<file path="src/rtl/uart_tx_serializer_if.sv">
// rtl/uart_tx_serializer_if.sv - bridge-to-serializer handshake and status bundle
interface uart_tx_serializer_if #(
  parameter int N = 8
);
  logic         tx_start;
  logic [N-1:0] tx_data;
  logic         tx;
  logic         uart_busy;
  logic         end_tx;

  modport master (
    output tx_start,
    output tx_data,
    input  tx,
    input  uart_busy,
    input  end_tx
  );

  modport slave (
    input  tx_start,
    input  tx_data,
    output tx,
    output uart_busy,
    output end_tx
  );
endinterface

</file>
<file path="src/rtl/uart_tx_serializer.sv">
// rtl/uart_tx_serializer.sv - UART frame serializer with optional parity and 1/2 stop bits
module uart_tx_serializer #(
  parameter int N            = 8,
  parameter int CLKS_PER_BIT = 434,
  parameter int PARITY_EN    = 0,
  parameter int PARITY_ODD   = 0,
  parameter int STOP_BITS    = 1
) (
  input  logic                 clk,
  input  logic                 reset,
  uart_tx_serializer_if.slave  bus
);
  localparam int TW = $clog2(CLKS_PER_BIT);
  localparam int BW = $clog2(N + 1);
  localparam logic [TW-1:0] TIMER_LAST = TW'(CLKS_PER_BIT - 1);
  localparam logic [BW-1:0] DATA_LAST  = BW'(N - 1);
  localparam logic [BW-1:0] STOP_LAST  = BW'(STOP_BITS - 1);
  localparam logic          ODD        = (PARITY_ODD != 0);

  typedef enum logic [2:0] {IDLE, START, DATA, PARITY, STOP} state_t;

  state_t        state, state_n;
  logic [TW-1:0] timer, timer_n;
  logic [BW-1:0] bit_cnt, bit_cnt_n;
  logic [N-1:0]  shift_reg, shift_reg_n;
  logic          parity, parity_n;
  logic          tx_q, tx_n;
  logic          busy_q, busy_n;
  logic          end_q, end_n;
  logic          bit_done;

  assign bus.tx        = tx_q;
  assign bus.uart_busy = busy_q;
  assign bus.end_tx    = end_q;

  // State, counters and the registered line/status outputs.
  always_ff @(posedge clk) begin
    if (reset) begin
      state     <= IDLE;
      timer     <= '0;
      bit_cnt   <= '0;
      shift_reg <= '0;
      parity    <= 1'b0;
      tx_q      <= 1'b1;
      busy_q    <= 1'b0;
      end_q     <= 1'b1;
    end else begin
      state     <= state_n;
      timer     <= timer_n;
      bit_cnt   <= bit_cnt_n;
      shift_reg <= shift_reg_n;
      parity    <= parity_n;
      tx_q      <= tx_n;
      busy_q    <= busy_n;
      end_q     <= end_n;
    end
  end

  // Next-state logic; tx is computed one cycle ahead so the line comes straight off a flop.
  always_comb begin
    state_n     = state;
    timer_n     = timer;
    bit_cnt_n   = bit_cnt;
    shift_reg_n = shift_reg;
    parity_n    = parity;
    tx_n        = tx_q;
    busy_n      = busy_q;
    end_n       = end_q;
    bit_done    = (timer == TIMER_LAST);

    // Every state change happens on a bit boundary, so wrapping here also clears the timer on entry.
    if (state != IDLE) begin
      timer_n = bit_done ? '0 : timer + TW'(1);
    end

    case (state)
      IDLE: begin
        tx_n    = 1'b1;
        busy_n  = 1'b0;
        timer_n = '0;
        if (bus.tx_start) begin
          shift_reg_n = bus.tx_data;
          parity_n    = (^bus.tx_data) ^ ODD;
          bit_cnt_n   = '0;
          tx_n        = 1'b0;
          busy_n      = 1'b1;
          end_n       = 1'b0;
          state_n     = START;
        end
      end
      START: begin
        if (bit_done) begin
          tx_n        = shift_reg[0];
          shift_reg_n = shift_reg >> 1;
          bit_cnt_n   = '0;
          state_n     = DATA;
        end
      end
      DATA: begin
        if (bit_done) begin
          if (bit_cnt == DATA_LAST) begin
            bit_cnt_n = '0;
            if (PARITY_EN != 0) begin
              tx_n    = parity;
              state_n = PARITY;
            end else begin
              tx_n    = 1'b1;
              state_n = STOP;
            end
          end else begin
            tx_n        = shift_reg[0];
            shift_reg_n = shift_reg >> 1;
            bit_cnt_n   = bit_cnt + BW'(1);
          end
        end
      end
      PARITY: begin
        if (bit_done) begin
          tx_n      = 1'b1;
          bit_cnt_n = '0;
          state_n   = STOP;
        end
      end
      STOP: begin
        if (bit_done) begin
          if (bit_cnt == STOP_LAST) begin
            tx_n      = 1'b1;
            busy_n    = 1'b0;
            end_n     = 1'b1;
            bit_cnt_n = '0;
            state_n   = IDLE;
          end else begin
            bit_cnt_n = bit_cnt + BW'(1);
          end
        end
      end
      default: begin
        state_n = IDLE;
      end
    endcase
  end
endmodule

</file>
<file path="src/flat_wrapper.sv">
// flat-port wrapper written by rule: the top's interface ports become plain ports
module uart_tx_serializer_flat 
#(
  parameter int N            = 8,
  parameter int CLKS_PER_BIT = 434,
  parameter int PARITY_EN    = 0,
  parameter int PARITY_ODD   = 0,
  parameter int STOP_BITS    = 1
)
  (clk, reset, bus_tx_start, bus_tx_data, bus_tx, bus_uart_busy, bus_end_tx);
  uart_tx_serializer_if #(.N(N)) bus_i ();
  input  logic clk;
  input  logic reset;
  input wire logic [$bits(bus_i.tx_start)-1:0] bus_tx_start;
  input wire logic [$bits(bus_i.tx_data)-1:0] bus_tx_data;
  output wire logic [$bits(bus_i.tx)-1:0] bus_tx;
  output wire logic [$bits(bus_i.uart_busy)-1:0] bus_uart_busy;
  output wire logic [$bits(bus_i.end_tx)-1:0] bus_end_tx;
  assign bus_i.tx_start = bus_tx_start;
  assign bus_i.tx_data = bus_tx_data;
  assign bus_tx = bus_i.tx;
  assign bus_uart_busy = bus_i.uart_busy;
  assign bus_end_tx = bus_i.end_tx;
  uart_tx_serializer #(.N(N), .CLKS_PER_BIT(CLKS_PER_BIT), .PARITY_EN(PARITY_EN), .PARITY_ODD(PARITY_ODD), .STOP_BITS(STOP_BITS)) u_core (.clk(clk), .reset(reset), .bus(bus_i));
endmodule
</file>
<file path="config.mk">
export PLATFORM = sky130hd
export DESIGN_NAME = uart_tx_serializer_flat
export DESIGN_NICKNAME = d
export VERILOG_FILES = /design/src/rtl/uart_tx_serializer_if.sv /design/src/rtl/uart_tx_serializer.sv /design/src/flat_wrapper.sv
export SDC_FILE = /design/constraint.sdc
export NUM_CORES = 1
export LEC_CHECK = 0
export ABC_AREA = 1
export CORE_UTILIZATION = 50
export CTS_CLUSTER_SIZE = 25
export DETAILED_ROUTE_END_ITERATION = 10
export PLACE_DENSITY_LB_ADDON = 0.3
export SLEW_MARGIN = 10
export SYNTH_ARGS = -nofsm -noshare
export SYNTH_HDL_FRONTEND = slang
export SYNTH_SLANG_ARGS = --single-unit
</file>
<file path="constraint.sdc">
create_clock -name clk -period 2.5 [get_ports clk]
set_input_delay 0.5 -clock clk [delete_from_list [all_inputs] [get_ports clk]]
set_output_delay 0.5 -clock clk [all_outputs]
set_load 0.03 [all_outputs]
</file>
==> summary.md, run 1 <==
| Metric | Value |
|---|---|
| Status | finished with violations |
| Failing checks | design-rule violations |
| PostCTS Resize Cnt | 0 |
| Synth top area share | 0.3603 |
| Worst Setup Start Kind | flip-flop |
| RR Endpoint | u_core.shift_reg[2] |
| Netlist cell types | 24 |
| Mapped Nets | 236 |
| Slew Viols, Final | 0 |
| CP required | 2000 ps |
| Io pins | 14 |
| Initial Util | 0.5348 |
| R2R Path Start | u_core.bit_cnt[0] |
| Nets@finish | 254 |
| CORE AREA | 2805 um^2 |
| WL final | approximately 3000 um |
| Die ar. | ~3200 um^2 |
| Max Cap Viol | 0 |
| Worst path max stage delay | between 600 and 700 ps |
| Fin area | 1698 um^2 |
| First-pass GRT wire length | 5181 um |
| Synth Instances | 221 |
| Post-synthesis async set-or-reset flop share | 0 |
| Vias | approximately 1400 |
| Fmax | 538.3 MHz |
| CP Launch Point | u_core.bus.tx |
| Post-synthesis sequential area ratio | 0.3603 |
| R2R setup slack | 1000 ps |
| Place WS | 724.8 ps |
| CP delay by family, top | buffers and inverters |
| P_leak | 0.7588 nW |
| Num rows | 19 |
| Critical path class | reg2out |
| CP Depth | 1 |
| CTS Root Cell | clkbuf_4 |
| Drc violations | 2 |
| # setup viols final | 0 |
| Reg clk slew, reported paths | between 100 and 150 ps |
| Synthesis-to-finish area growth | 13.18% |
| Synth area leader | dfxtp_1 |
| WL per Instance | 11.15 um |
| Slew HR | 0.7881 |
| Reg2reg path depth | 9 |
| Cell area power density | 1065 nW/um^2 |
| Setup TNS | 0 ps |
| Period utilization | 0.7431 |
| GRT Total Usage | 0.2031 |
| Hold Slack | ~470 ps |
| Post-Synthesis Cell Area | between 1500 and 2000 um^2 |
| Die Y | between 50 and 60 um |
| Die width | approximately 57 um |
| Antenna violations before repair | 0 |
| Ys Warns | 0 |
| Largest net degree at the start of global routing | 15 |
| Pre-antenna DRT Iters | 7 |
| Number of synthesized register bits | 27 |
| H-tree levels | 1 |
| Port bufs | 13 |
| Hpwl dp | 2296 um |
| Mean post-synth cell area | ~6.8 um^2 |
| Slew @ Worst Pin | 316.8 ps |
| Worst Path Arrival | 1360 ps |
| Layout cells sized above 1 | 0.1092 |
| Vias in the first global route | 1255 |
| CTS Buf Count | 3 |
| Critical Path End | bus_tx |
| Final worst setup slack | 642.2 ps |
| Diode count | 0 |
| Clk buf depth | 2 |
| Initial drt markers | 61 |
| Critical Path End Type | primary output |
| Ys flop type | dfxtp_1 |
| CP bufs+invs | 1 |
| Crit-path cells | clkdlybuf4s50_1 |
| Cts hold-fix bufs | 0 |
| RSZ-0062 raised after global routing | false |
| Dpl cell area | ~1700 um^2 |
| Ranking of synthesized cells by area | dfxtp_1, nand2_1, nor2_1 |
| Largest register FFs | 9 |
| Met2 GRT Util | 0.3299 |
| Final hold vios | 0 |
| Top Usage Layer GRT | met2 |
| Antenna-violating nets left | 0 |
| CTS sink count | 27 |
| Clock latency at the later pin of the worst-skew pair | 330 ps |
| EDFF count, synth | 0 |
| CP max stage cell | clkdlybuf4s50_1 |
| Hold Crit Class | reg2reg |
| Routing usage on met3 | 0.02535 |
| GPL Wtd Cong | 0.8578 |
| Most frequent cell after synthesis | nand2_1 |
| Post-CTS Setup Bufs | 0 |
| Commonest cells post-synth | nand2_1, nor2_1, dfxtp_1 |
| CTS tree | built |
| Vias per inst | 5.141 |
| VDD IR max | 0.4760 mV |
| Overflow after GRT | 0 |
| Critical path fanouts, max | 2 |
| Tmin final | approximately 1900 ps |
| M1 GR Usage | 0.2745 |
| Clock skew | 4.323 ps |
==> where the power goes <==
part           switching, mW  internal, mW
Sequential            0.0896         0.552
Combinational          0.625         0.351
Clock                  0.128        0.0626
==> per-layer routing <==
layer	part of all wire	vias up	routed length, um
met2	0.45	32	1348
met3	0.042	5	125
met1	0.49	608	1481
met5	0	-	0
met4	0.015	0	44
li1	-	738	-
==> how the worst min path moves through the flow <==
stage,startpoint,cells past startpoint,end,slack (ps)
detailed placement,u_core.bus.uart_busy,2,u_core.bus.uart_busy,450
floorplan,u_core.timer[0],1,u_core.timer[0],430
global placement,u_core.bus.uart_busy,2,u_core.bus.uart_busy,450
CTS,u_core.bus.uart_busy,2,u_core.bus.uart_busy,470
finish,u_core.bus.uart_busy,2,u_core.bus.uart_busy,470
global route,u_core.bus.uart_busy,2,u_core.bus.uart_busy,500
==> final cells by class <==
class                      instances  area [um^2]
clock buffer                       4        26.28
timing repair buffer              14        137.6
multi-input combinational        171        869.6
tap                               31        38.79
sequential                        27        540.5
inverter                          22        85.08
fill                             277         1107
==> kinds of logic (layout without fill, tap and decap cells) <==
group / after synthesis / in the layout / share of synthesized area
AOI/OAI and AO/OA: 27 / 27 / 0.09758
buffers and inverters: 23 / 40 / 0.06005
and+or+nand+nor: 135 / 135 / 0.4195
adders and majority gates: 4 / 4 / 0.03336
DFF: 27 / 27 / 0.3603
xor gates and xnor gates: 5 / 5 / 0.02919
==> metrics by stage <==
step,instances,util,power (mW)
floorplan,221,-,1.409
finish,269,0.6053,1.808
detailed placement,265,0.5959,1.625
CTS,269,0.6053,1.817
global placement,265,0.5959,1.621
global route,269,0.6053,1.983
==> cells in the final DEF (no fill, tap or decap), types with 5 or more instances in the layout <==
| cell type | n |
|---|---|
| nand2_1 | 64 |
| o21ai_0 | 6 |
| inv_2 | 5 |
| inv_1 | 16 |
| a31oi_1 | 7 |
| dfxtp_1 | 27 |
| a21oi_1 | 9 |
| nor2_1 | 41 |
| clkdlybuf4s50_1 | 13 |
| nand3_1 | 9 |
Power figures use the tool's default switching activity.
==> inputs of run 2 (changes only) <==
- clock period: 2.5 -> 1.5 ns (I/O delays scaled with it)
==> summary.md, run 2 (synthesis gave the netlist of run 1 again) <==
| Metric | Value |
|---|---|
| Slew HR | 0.8013 |
| Max Cap Viol | 0 |
| Drc violations | 2 |
| Nets@finish | 263 |
| Overflow after GRT | 0 |
| Reg clk slew, reported paths | 140 ps |
| Layout cells sized above 1 | 0.1862 |
| Port bufs | 13 |
| Die width | 56.78 um |
| Die Y | 56.78 um |
| CTS Buf Count | 3 |
| Hold Crit Class | reg2reg |
| Critical Path End Type | flip-flop |
| Clock skew | 6.444 ps |
| CP required | about 1700 ps |
| Worst Setup Start Kind | flip-flop |
| Initial Util | 0.5348 |
| Clk buf depth | 2 |
| Slew Viols, Final | 0 |
| Reg2reg path depth | 9 |
| Dpl cell area | 1702 um^2 |
| VDD IR max | between 0.9 and 1 mV |
| Fmax | 709.3 MHz |
| Die ar. | between 3000 and 4000 um^2 |
| Hold Crit Endpoint | u_core.timer[0] |
| CTS sink count | 27 |
| GPL Wtd Cong | 0.8837 |
| WHS Path Cells | 1 |
| CP delay by family, top | simple AND/OR/NAND/NOR gates |
| # setup viols final | 0 |
| CTS Root Cell | clkbuf_4 |
| Final hold vios | 0 |
| Worst Path Arrival | 1640 ps |
| Commonest non-fill, non-tap cell in the layout | nand2_1 |
| Crit-path cells | ha_1, nand2_1, inv_1, nand2_2, nand2_4, nand2_8, nand3_4, o21ai_2, nor2_1 |
| Layout Utilization | 0.6463 |
| Synthesis-to-finish area growth | 20.85% |
| Io pins | 14 |
| Diode count | 0 |
| First-pass GRT wire length | 5202 um |
| Status | finished with violations |
| Hold Slack | around 450 ps |
| Period utilization | 0.9399 |
| Largest register FFs | 9 |
| Vias per inst | 5.230 |
| Largest net degree at the start of global routing | 15 |
| H-tree levels | 1 |
| Critical path class | reg2reg |
| CP max stage cell | dfxtp_2 |
| CORE AREA | 2805 um^2 |
| Fin area | 1813 um^2 |
| Clock latency at the later pin of the worst-skew pair | 320 ps |
| Num rows | 19 |
| Initial drt markers | 54 |
| Placed Cells incl. Taps | 269 |
| Hpwl dp | 2356 um |
| WL final | 3336 um |
| Antenna violations before repair | 0 |
| Vias in the first global route | 1191 |
| RR Endpoint | u_core.shift_reg[3] |
| CP Launch Point | u_core.bit_cnt[0] |
| Non-filler cells, final | 278 |
| R2R Path Start | u_core.bit_cnt[0] |
| Worst path max stage delay | roughly 370 ps |
| Cell area power density | 1806 nW/um^2 |
| Most frequent cells in the layout | nand2_1, nor2_1, dfxtp_1 |
| Failing checks | design-rule violations |
| Pre-antenna DRT Iters | 7 |
| P_leak | roughly 0.83 nW |
| CTS tree | built |
| Hold_sp | u_core.timer[0] |
| Final worst setup slack | 90.14 ps |
| Critical path fanouts, max | 5 |
| CP bufs+invs | 1 |
| Antenna-violating nets left | 0 |
| Pwr Total | 3.274 mW |
| Slew @ Worst Pin | 299.3 ps |
| Setup TNS | 0 ps |
| Place WS | -27.83 ps |
| R2R setup slack | 90 ps |
| WL per Instance | roughly 12 um |
| GRT Total Usage | 0.2070 |
| Vias | about 1500 |
| Tmin final | 1410 ps |
==> run 2: cell count changes in the layout (fill, tap and decap cells not counted), moves of 2 or more <==
cell	before	now
buf_4	1	8
clkdlybuf4s50_1	13	10
dfxtp_1	27	22
dfxtp_2	0	5
dlygate4sd2_1	0	3
nand2_1	64	62
nor2_1	41	39
nor2_2	3	5
o21ai_0	6	4
o21ai_2	0	2
==> run 2: timing repair <==
item / 4_1_cts / 5_1_grt
hold buffers: 0 / 0
cloned: 0 / 2
buffers inserted: 0 / 3
resized for setup: 4 / 16
endpoints found under the setup margin: 4 / 16
pin swaps: 0 / 5
==> run 2: how the worst max path moves through the flow <==
| stage | end | slack, ps | cells past startpoint |
|---|---|---|---|
| 6_report | u_core.shift_reg[3] | 90 | 9 |
| 5_1_grt | u_core.shift_reg[4] | -9 | 9 |
| 4_1_cts | u_core.shift_reg[3] | 20 | 9 |
| 3_5_place_dp | u_core.shift_reg[2] | -30 | 6 |
| 3_3_place_gp | u_core.shift_reg[2] | 20 | 6 |
| 2_1_floorplan | u_core.shift_reg[2] | 190 | 9 |
==> run 2: final cells by class <==
type                       instances  area [um^2]
fill                             267        992.2
tap                               31        38.79
clock buffer                       4        26.28
inverter                          22        85.08
sequential                        27        546.8
timing repair buffer              21        186.4
multi-input combinational        173        929.6
==> run 2: routing by layer <==
layer	global-route usage	wire length [um]	share of wire	vias to the layer above
li1	-	-	-	759
met1	0.2885	1582	0.47	655
met2	0.3214	1550	0.46	34
met3	0.03917	146	0.044	6
met4	0.06620	57	0.017	0
met5	0	0	0	-
==> run 2: power breakdown <==
part | switching [mW] | internal, mW | total [mW]
logic | 1.18 | 0.691 | 1.87
clock network | 0.210 | 0.104 | 0.314
registers | 0.160 | 0.932 | 1.09
